**src/rtl/outbound_gmii_tx_framer.sv**
```systemverilog
// GMII transmit framer: drains a FWFT frame FIFO and emits preamble, SFD, data, pad, FCS and IFG.
// Underrun/oversize frames are marked with TX_ER on the wire and the remainder is discarded.
module outbound_gmii_tx_framer #(
   parameter int unsigned PREAMBLE_LEN = 7,
   parameter int unsigned MIN_FRAME    = 60,
   parameter int unsigned MAX_FRAME    = 1514,
   parameter int unsigned IFG_CYCLES   = 12
) (
   input  logic       CLK,
   input  logic       RESET,
   input  logic [8:0] FIFO_Q,
   input  logic       FIFO_DVLD,
   output logic       FIFO_RE,
   output logic [7:0] TXD,
   output logic       TX_EN,
   output logic       TX_ER,
   output logic       FRAME_DONE,
   output logic       FRAME_ERR
);

   localparam logic [3:0] S_IDLE  = 4'd0;
   localparam logic [3:0] S_PRE   = 4'd1;
   localparam logic [3:0] S_SFD   = 4'd2;
   localparam logic [3:0] S_DATA  = 4'd3;
   localparam logic [3:0] S_PAD   = 4'd4;
   localparam logic [3:0] S_FCS   = 4'd5;
   localparam logic [3:0] S_IFG   = 4'd6;
   localparam logic [3:0] S_ERR   = 4'd7;
   localparam logic [3:0] S_DRAIN = 4'd8;

   localparam logic [15:0] PRE_W = 16'(PREAMBLE_LEN);
   localparam logic [15:0] MIN_W = 16'(MIN_FRAME);
   localparam logic [15:0] MAX_W = 16'(MAX_FRAME);
   localparam logic [15:0] IFG_W = 16'(IFG_CYCLES);

   logic [3:0]  state_q, state_d;
   logic [15:0] cnt_q, cnt_d, cnt_inc;
   logic [31:0] crc_q, crc_d;
   logic        skip_q, skip_d;
   logic [7:0]  txd_d;
   logic        tx_en_d, tx_er_d, done_d, err_d;

   function automatic logic [31:0] crc32_byte(input logic [31:0] crc, input logic [7:0] data);
      logic [31:0] c;
      c = crc ^ {24'h000000, data};
      for (int unsigned i = 0; i < 8; i++) begin
         c = c[0] ? ((c >> 1) ^ 32'hEDB88320) : (c >> 1);
      end
      return c;
   endfunction

   assign cnt_inc = (cnt_q == 16'hFFFF) ? cnt_q : cnt_q + 16'd1;
   assign FIFO_RE = !RESET && FIFO_DVLD && ((state_q == S_DATA) || (state_q == S_DRAIN));

   // Outputs are decided one cycle ahead and registered, so each state computes what the wire shows next.
   always_comb begin
      state_d = state_q;
      cnt_d   = cnt_q;
      crc_d   = crc_q;
      skip_d  = skip_q;
      txd_d   = '0;
      tx_en_d = 1'b0;
      tx_er_d = 1'b0;
      done_d  = 1'b0;
      err_d   = 1'b0;
      case (state_q)
         S_IDLE: begin
            if (FIFO_DVLD) begin
               txd_d   = 8'h55;
               tx_en_d = 1'b1;
               cnt_d   = 16'd1;
               state_d = (PRE_W > 16'd1) ? S_PRE : S_SFD;
            end
         end
         S_PRE: begin
            txd_d   = 8'h55;
            tx_en_d = 1'b1;
            cnt_d   = cnt_inc;
            if (cnt_inc >= PRE_W) state_d = S_SFD;
         end
         S_SFD: begin
            txd_d   = 8'hD5;
            tx_en_d = 1'b1;
            crc_d   = '1;
            cnt_d   = '0;
            state_d = S_DATA;
         end
         S_DATA: begin
            tx_en_d = 1'b1;
            if (!FIFO_DVLD || (cnt_q >= MAX_W)) begin
               // The oversize word is popped but not sent; if it closed the frame there is nothing to drain.
               tx_er_d = 1'b1;
               err_d   = 1'b1;
               skip_d  = FIFO_DVLD && FIFO_Q[8];
               state_d = S_ERR;
            end else begin
               txd_d = FIFO_Q[7:0];
               crc_d = crc32_byte(crc_q, FIFO_Q[7:0]);
               cnt_d = cnt_inc;
               if (FIFO_Q[8]) begin
                  if (cnt_inc < MIN_W) begin
                     state_d = S_PAD;
                  end else begin
                     cnt_d   = '0;
                     state_d = S_FCS;
                  end
               end
            end
         end
         S_PAD: begin
            tx_en_d = 1'b1;
            crc_d   = crc32_byte(crc_q, 8'h00);
            cnt_d   = cnt_inc;
            if (cnt_inc >= MIN_W) begin
               cnt_d   = '0;
               state_d = S_FCS;
            end
         end
         S_FCS: begin
            tx_en_d = 1'b1;
            case (cnt_q[1:0])
               2'd0:    txd_d = ~crc_q[7:0];
               2'd1:    txd_d = ~crc_q[15:8];
               2'd2:    txd_d = ~crc_q[23:16];
               default: txd_d = ~crc_q[31:24];
            endcase
            cnt_d = cnt_inc;
            if (cnt_q[1:0] == 2'd3) begin
               done_d  = 1'b1;
               cnt_d   = '0;
               state_d = S_IFG;
            end
         end
         S_ERR: begin
            cnt_d   = '0;
            state_d = skip_q ? S_IFG : S_DRAIN;
         end
         S_DRAIN: begin
            if (FIFO_DVLD && FIFO_Q[8]) begin
               cnt_d   = '0;
               state_d = S_IFG;
            end
         end
         S_IFG: begin
            if (cnt_q >= IFG_W) begin
               cnt_d   = '0;
               state_d = S_IDLE;
            end else begin
               cnt_d = cnt_inc;
            end
         end
         default: state_d = S_IDLE;
      endcase
   end

   always_ff @(posedge CLK) begin
      if (RESET) begin
         state_q    <= S_IDLE;
         cnt_q      <= '0;
         crc_q      <= '1;
         skip_q     <= 1'b0;
         TXD        <= '0;
         TX_EN      <= 1'b0;
         TX_ER      <= 1'b0;
         FRAME_DONE <= 1'b0;
         FRAME_ERR  <= 1'b0;
      end else begin
         state_q    <= state_d;
         cnt_q      <= cnt_d;
         crc_q      <= crc_d;
         skip_q     <= skip_d;
         TXD        <= txd_d;
         TX_EN      <= tx_en_d;
         TX_ER      <= tx_er_d;
         FRAME_DONE <= done_d;
         FRAME_ERR  <= err_d;
      end
   end

endmodule

```
**config.mk**
```make
export PLATFORM = sky130hd
export DESIGN_NAME = outbound_gmii_tx_framer
export DESIGN_NICKNAME = d
export VERILOG_FILES = /design/src/rtl/outbound_gmii_tx_framer.sv
export SDC_FILE = /design/constraint.sdc
export NUM_CORES = 1
export LEC_CHECK = 0
export ABC_AREA = 1
export CAP_MARGIN = 5
export CORE_AREA = 2 2 128 93
export CTS_CLUSTER_DIAMETER = 50
export DETAILED_ROUTE_END_ITERATION = 6
export DIE_AREA = 0 0 130 95
export PLACE_DENSITY = 0.71
export RECOVER_POWER = 50
export SETUP_SLACK_MARGIN = 0.3
export SYNTH_ARGS = -nofsm -noshare
export SYNTH_HDL_FRONTEND = slang
export SYNTH_SLANG_ARGS = --single-unit
```
**constraint.sdc**
```tcl
create_clock -name CLK -period 6.6 [get_ports CLK]
set_input_delay 1.32 -clock CLK [delete_from_list [all_inputs] [get_ports CLK]]
set_output_delay 1.32 -clock CLK [all_outputs]
set_load 0.02 [all_outputs]
```
==> impl_table.tex <==
\begin{tabular}{lr}
\hline
Metric & Value \\
\hline
\multicolumn{2}{l}{\textbf{Layout}} \\
\quad Multi-input combinational cell area & 3690 µm² \\
\quad Nets@finish & 853 \\
\quad Area growth from synthesis to layout & 10.7\% \\
\quad Diodes inserted & 0 \\
\quad Layout cell share with drive strength beyond 1 & 7.37\% \\
\quad Number of fill cells in the layout & 1,141 \\
\quad Sequential cell area & 1280 µm² \\
\multicolumn{2}{l}{\textbf{Floorplanning}} \\
\quad Die width & 130 µm \\
\quad Height of the die & 95 µm \\
\quad Starting density of the core & 48.3\% \\
\quad Std cell rows & 33 \\
\quad Core area & 11,300 µm² \\
\quad Io pins & 25 \\
\quad Overall die area & 12,400 µm² \\
\multicolumn{2}{l}{\textbf{Clock network}} \\
\quad Clock tree from TritonCTS & done \\
\quad Setup bufs post-CTS & 0 \\
\quad CTS Hold Bufs & 0 \\
\quad Largest buffer count on any clock path & 2 \\
\quad Clock-pin slew reported for the worst setup and hold paths after clock tree synthesis & 0.06 ns \\
\quad Total CTS buffers & 9 \\
\quad \# clock sinks & 64 \\
\quad Post-CTS resize count & 0 \\
\quad CTS root buf & clkbuf\_16 \\
\quad Number of levels in the clock H-tree & 3 \\
\quad Clk\_lat worst skew & 0.34 ns \\
\multicolumn{2}{l}{\textbf{Worst setup path}} \\
\quad Crit path buffers/inverters & 3 \\
\quad Cell breakdown of the critical path & clkbuf\_1 > clkbuf\_1 > clkinv\_1 > o21ai\_0 > a31oi\_1 \\
\quad Startpoint class of the critical path & input port \\
\quad Critical setup path kind & in2reg \\
\quad Origin of the worst setup path & RESET \\
\quad Critical-path top delay cell & clkbuf\_1 \\
\quad Worst r2r src & cnt\_q[0]\$\_SDFFE\_PP0P\_ \\
\quad Delay of the slowest cell on the worst path & 1.98 ns \\
\quad Setup crit end kind & flop \\
\quad Cell type with the highest occurrence count on the critical path & clkbuf\_1 \\
\quad Kind of cell adding the most delay to the critical path & buffers and inverters \\
\quad Data required time of the critical path & 6.78 ns \\
\quad Worst endpoint data arrival time & 5.25 ns \\
\quad Largest fanout on the critical path & 55 \\
\multicolumn{2}{l}{\textbf{Global route}} \\
\quad Met3 GRT Util & 7.25\% \\
\quad GRT met2 Usage & 39.5\% \\
\quad Overall overflow remaining after global route & 0 \\
\quad Maximum number of pins on one net before global-route repair & 56 \\
\quad Met1 usage in global routing & 44.8\% \\
\quad Antenna violations before repair & 0 \\
\quad Global-route wire length before repair & 27,300 µm \\
\quad Global router's overall resource usage & 29.1\% \\
\quad Via count of the first global-routing pass & 4,971 \\
\quad Most used routing layer & met1 \\
\multicolumn{2}{l}{\textbf{Pwr}} \\
\quad Max VDD drop & 0.240 mV \\
\quad Power Density & 566 nW/µm² \\
\quad Static power due to leakage & 2.53 nW \\
\quad Final total power & 3.42 mW \\
\multicolumn{2}{l}{\textbf{Drt}} \\
\quad Overall via count from detail\_route & 5,635 \\
\quad Number of nets with antenna violations after detailed routing & 0 \\
\quad Via density per instance & 5.65 \\
\quad DRC violations left & 0 \\
\quad Routed wire length per instance & 17.1 µm \\
\quad Drt first pass iters & 6 \\
\quad First-iteration detailed-routing DRC count & 740 \\
\quad Total detailed-routing wirelength & 17,000 µm \\
\multicolumn{2}{l}{\textbf{Placed design}} \\
\quad DPL Wire Length & 12,000 µm \\
\quad Port Buffers & 24 \\
\quad Placer Congestion & 0.914 \\
\multicolumn{2}{l}{\textbf{Logic synthesis}} \\
\quad \#FFs+latches synth & 64 \\
\quad Unique cell type count in the Yosys netlist & 47 \\
\quad Post-synth top cells & nand2\_1, a21oi\_1, inv\_1, nor2\_1, dfxtp\_1 \\
\quad Syn. warnings & 0 \\
\quad Most frequently used cell type in the post-synthesis netlist & nand2\_1 \\
\quad Top cells by area, synth & dfxtp\_1, nand2\_1, xor2\_1, a21oi\_1, nand3\_1 \\
\quad Post-synthesis net count & 848 \\
\quad Sequential fraction of the synthesis area & 23.5\% \\
\quad Mean post-synth cell area & 6.56 µm² \\
\quad Post-Syn Instances & 831 \\
\quad Share of Yosys cell area claimed by the top area cell type & 23.5\% \\
\quad Main synth FF type & dfxtp\_1 \\
\quad Number of enable flip-flop cells after synthesis & 0 \\
\quad Synth async-reset ratio & 0\% \\
\quad Cell area after synthesis & 5450 µm² \\
\quad Cell type with the highest aggregate area in the netlist & dfxtp\_1 \\
\multicolumn{2}{l}{\textbf{Worst hold path}} \\
\quad Class of the worst hold path & reg2reg \\
\quad Beginning of the worst hold path & skip\_q\$\_SDFFE\_PP0P\_ \\
\multicolumn{2}{l}{\textbf{Job}} \\
\quad Count of maximum capacitance violations & 1 \\
\multicolumn{2}{l}{\textbf{STA}} \\
\quad Setup repair after global routing missed its margin & no \\
\quad Setup Skew & 0.00944 ns \\
\quad Achievable clock frequency & 0.197 GHz \\
\quad Worst relative slew slack & -84.0\% \\
\quad Final hold slack & 0.484 ns \\
\quad Setup violators final & 0 \\
\quad Tcrit/Tclk final & 76.9\% \\
\quad Time the final worst path needs with I/O delays and setup & 5.08 ns \\
\quad Post-Route Setup TNS & 0 ns \\
\quad Slew at the pin closest to its max-slew limit & 2.76 ns \\
\quad Total count of hold-check failures in the final report & 0 \\
\quad Slew Limit Fails & 56 \\
\multicolumn{2}{l}{\textbf{Run status}} \\
\quad Status & complete, but fails checks \\
\quad Violations in the final reports & capacitance limit, slew limit \\
\hline
\end{tabular}
==> final cells by class <==
class	instances	area share (%)
Inverter	82	5.14
Clock buffer	12	3.92
Sequential cell	64	21.2
Tap cell	157	3.26
Clock inverter	4	0.747
Timing Repair Buffer	29	4.44
Multi-Input combinational cell	650	61.3
==> stage by stage <==
step	utilization [%]	instance area [µm²]	cells	worst slack (ns)
3_5_place_dp	51.1	5760	982	2.36
2_1_floorplan	-	5450	831	3.05
5_1_grt	53.5	6030	998	1.29
3_3_place_gp	51.1	5760	982	2.36
4_1_cts	53.6	6040	998	2.34
6_report	53.5	6030	998	1.52
==> placed cells by master, fill, tap and decap left out, drive strengths merged <==
| cell type | instances |
|---|---|
| nor3b | 1 |
| a41oi | 1 |
| o22ai | 11 |
| or2 | 10 |
| ha | 5 |
| nand3 | 60 |
| xnor2 | 37 |
| dfxtp | 64 |
| nand3b | 3 |
| nor4 | 1 |
| o2111ai | 1 |
| a21oi | 80 |
| nor3 | 6 |
| inv | 80 |
| o21bai | 3 |
| nand2 | 189 |
| o21ai | 61 |
| nand4 | 10 |
| clkinv | 5 |
| a211oi | 4 |
| a21o | 1 |
| o211ai | 11 |
| a31oi | 6 |
| clkbuf | 14 |
| o211a | 1 |
| and2 | 1 |
| nor2 | 70 |
| buf | 4 |
| bufinv | 1 |
| dlygate4sd3 | 12 |
| xor2 | 68 |
| clkdlybuf4s50 | 11 |
| o221ai | 9 |
==> cells by family after synthesis <==
group / Yosys count / share of synthesized area, %
fa+ha+maj: 5 / 1.15
buf+inv: 117 / 8.70
xor+xnor: 105 / 19.3
flops: 64 / 23.5
simple gates: 351 / 27.9
compound gates: 189 / 19.5
==> flip-flops by register name (all words and copies together), names as in the netlist <==
signal      cells
FRAME_DONE      1
FRAME_ERR       1
TXD             8
TX_EN           1
cnt_q          16
crc_q          32
skip_q          1
state_q         4
==> where the power goes <==
part | switching, mW | total [mW] | leakage (nW) | internal (mW)
Sequential | 0.195 | 0.704 | 0.525 | 0.509
Clock | 0.183 | 0.474 | 0.140 | 0.291
Combinational | 1.42 | 2.24 | 1.86 | 0.819
Total | 1.80 | 3.42 | 2.53 | 1.62
==> per-layer routing <==
metal | part of all wire, % | vias to the layer above
met5 | 0 | -
li1 | - | 2749
met3 | 13 | 25
met4 | 1.5 | 0
met2 | 38 | 313
met1 | 48 | 2548
==> worst min-delay path: stages (launching register included) <==
cell	delay, ns
dfxtp_1	0.31
inv_1	0.06
a21oi_1	0.06
==> final timing paths <==
check / end / slack [ns] / depth (start not counted)
worst max-delay path: cnt_q[0]$_SDFFE_PP0P_ / 1.52 / 5
worst min-delay path: skip_q$_SDFFE_PP0P_ / 0.48 / 2
worst max register to register: cnt_q[5]$_SDFFE_PP0P_ / 3.15 / 11
worst min register to register: skip_q$_SDFFE_PP0P_ / 0.48 / 2
No activity file was read; power rests on OpenSTA's default activity.
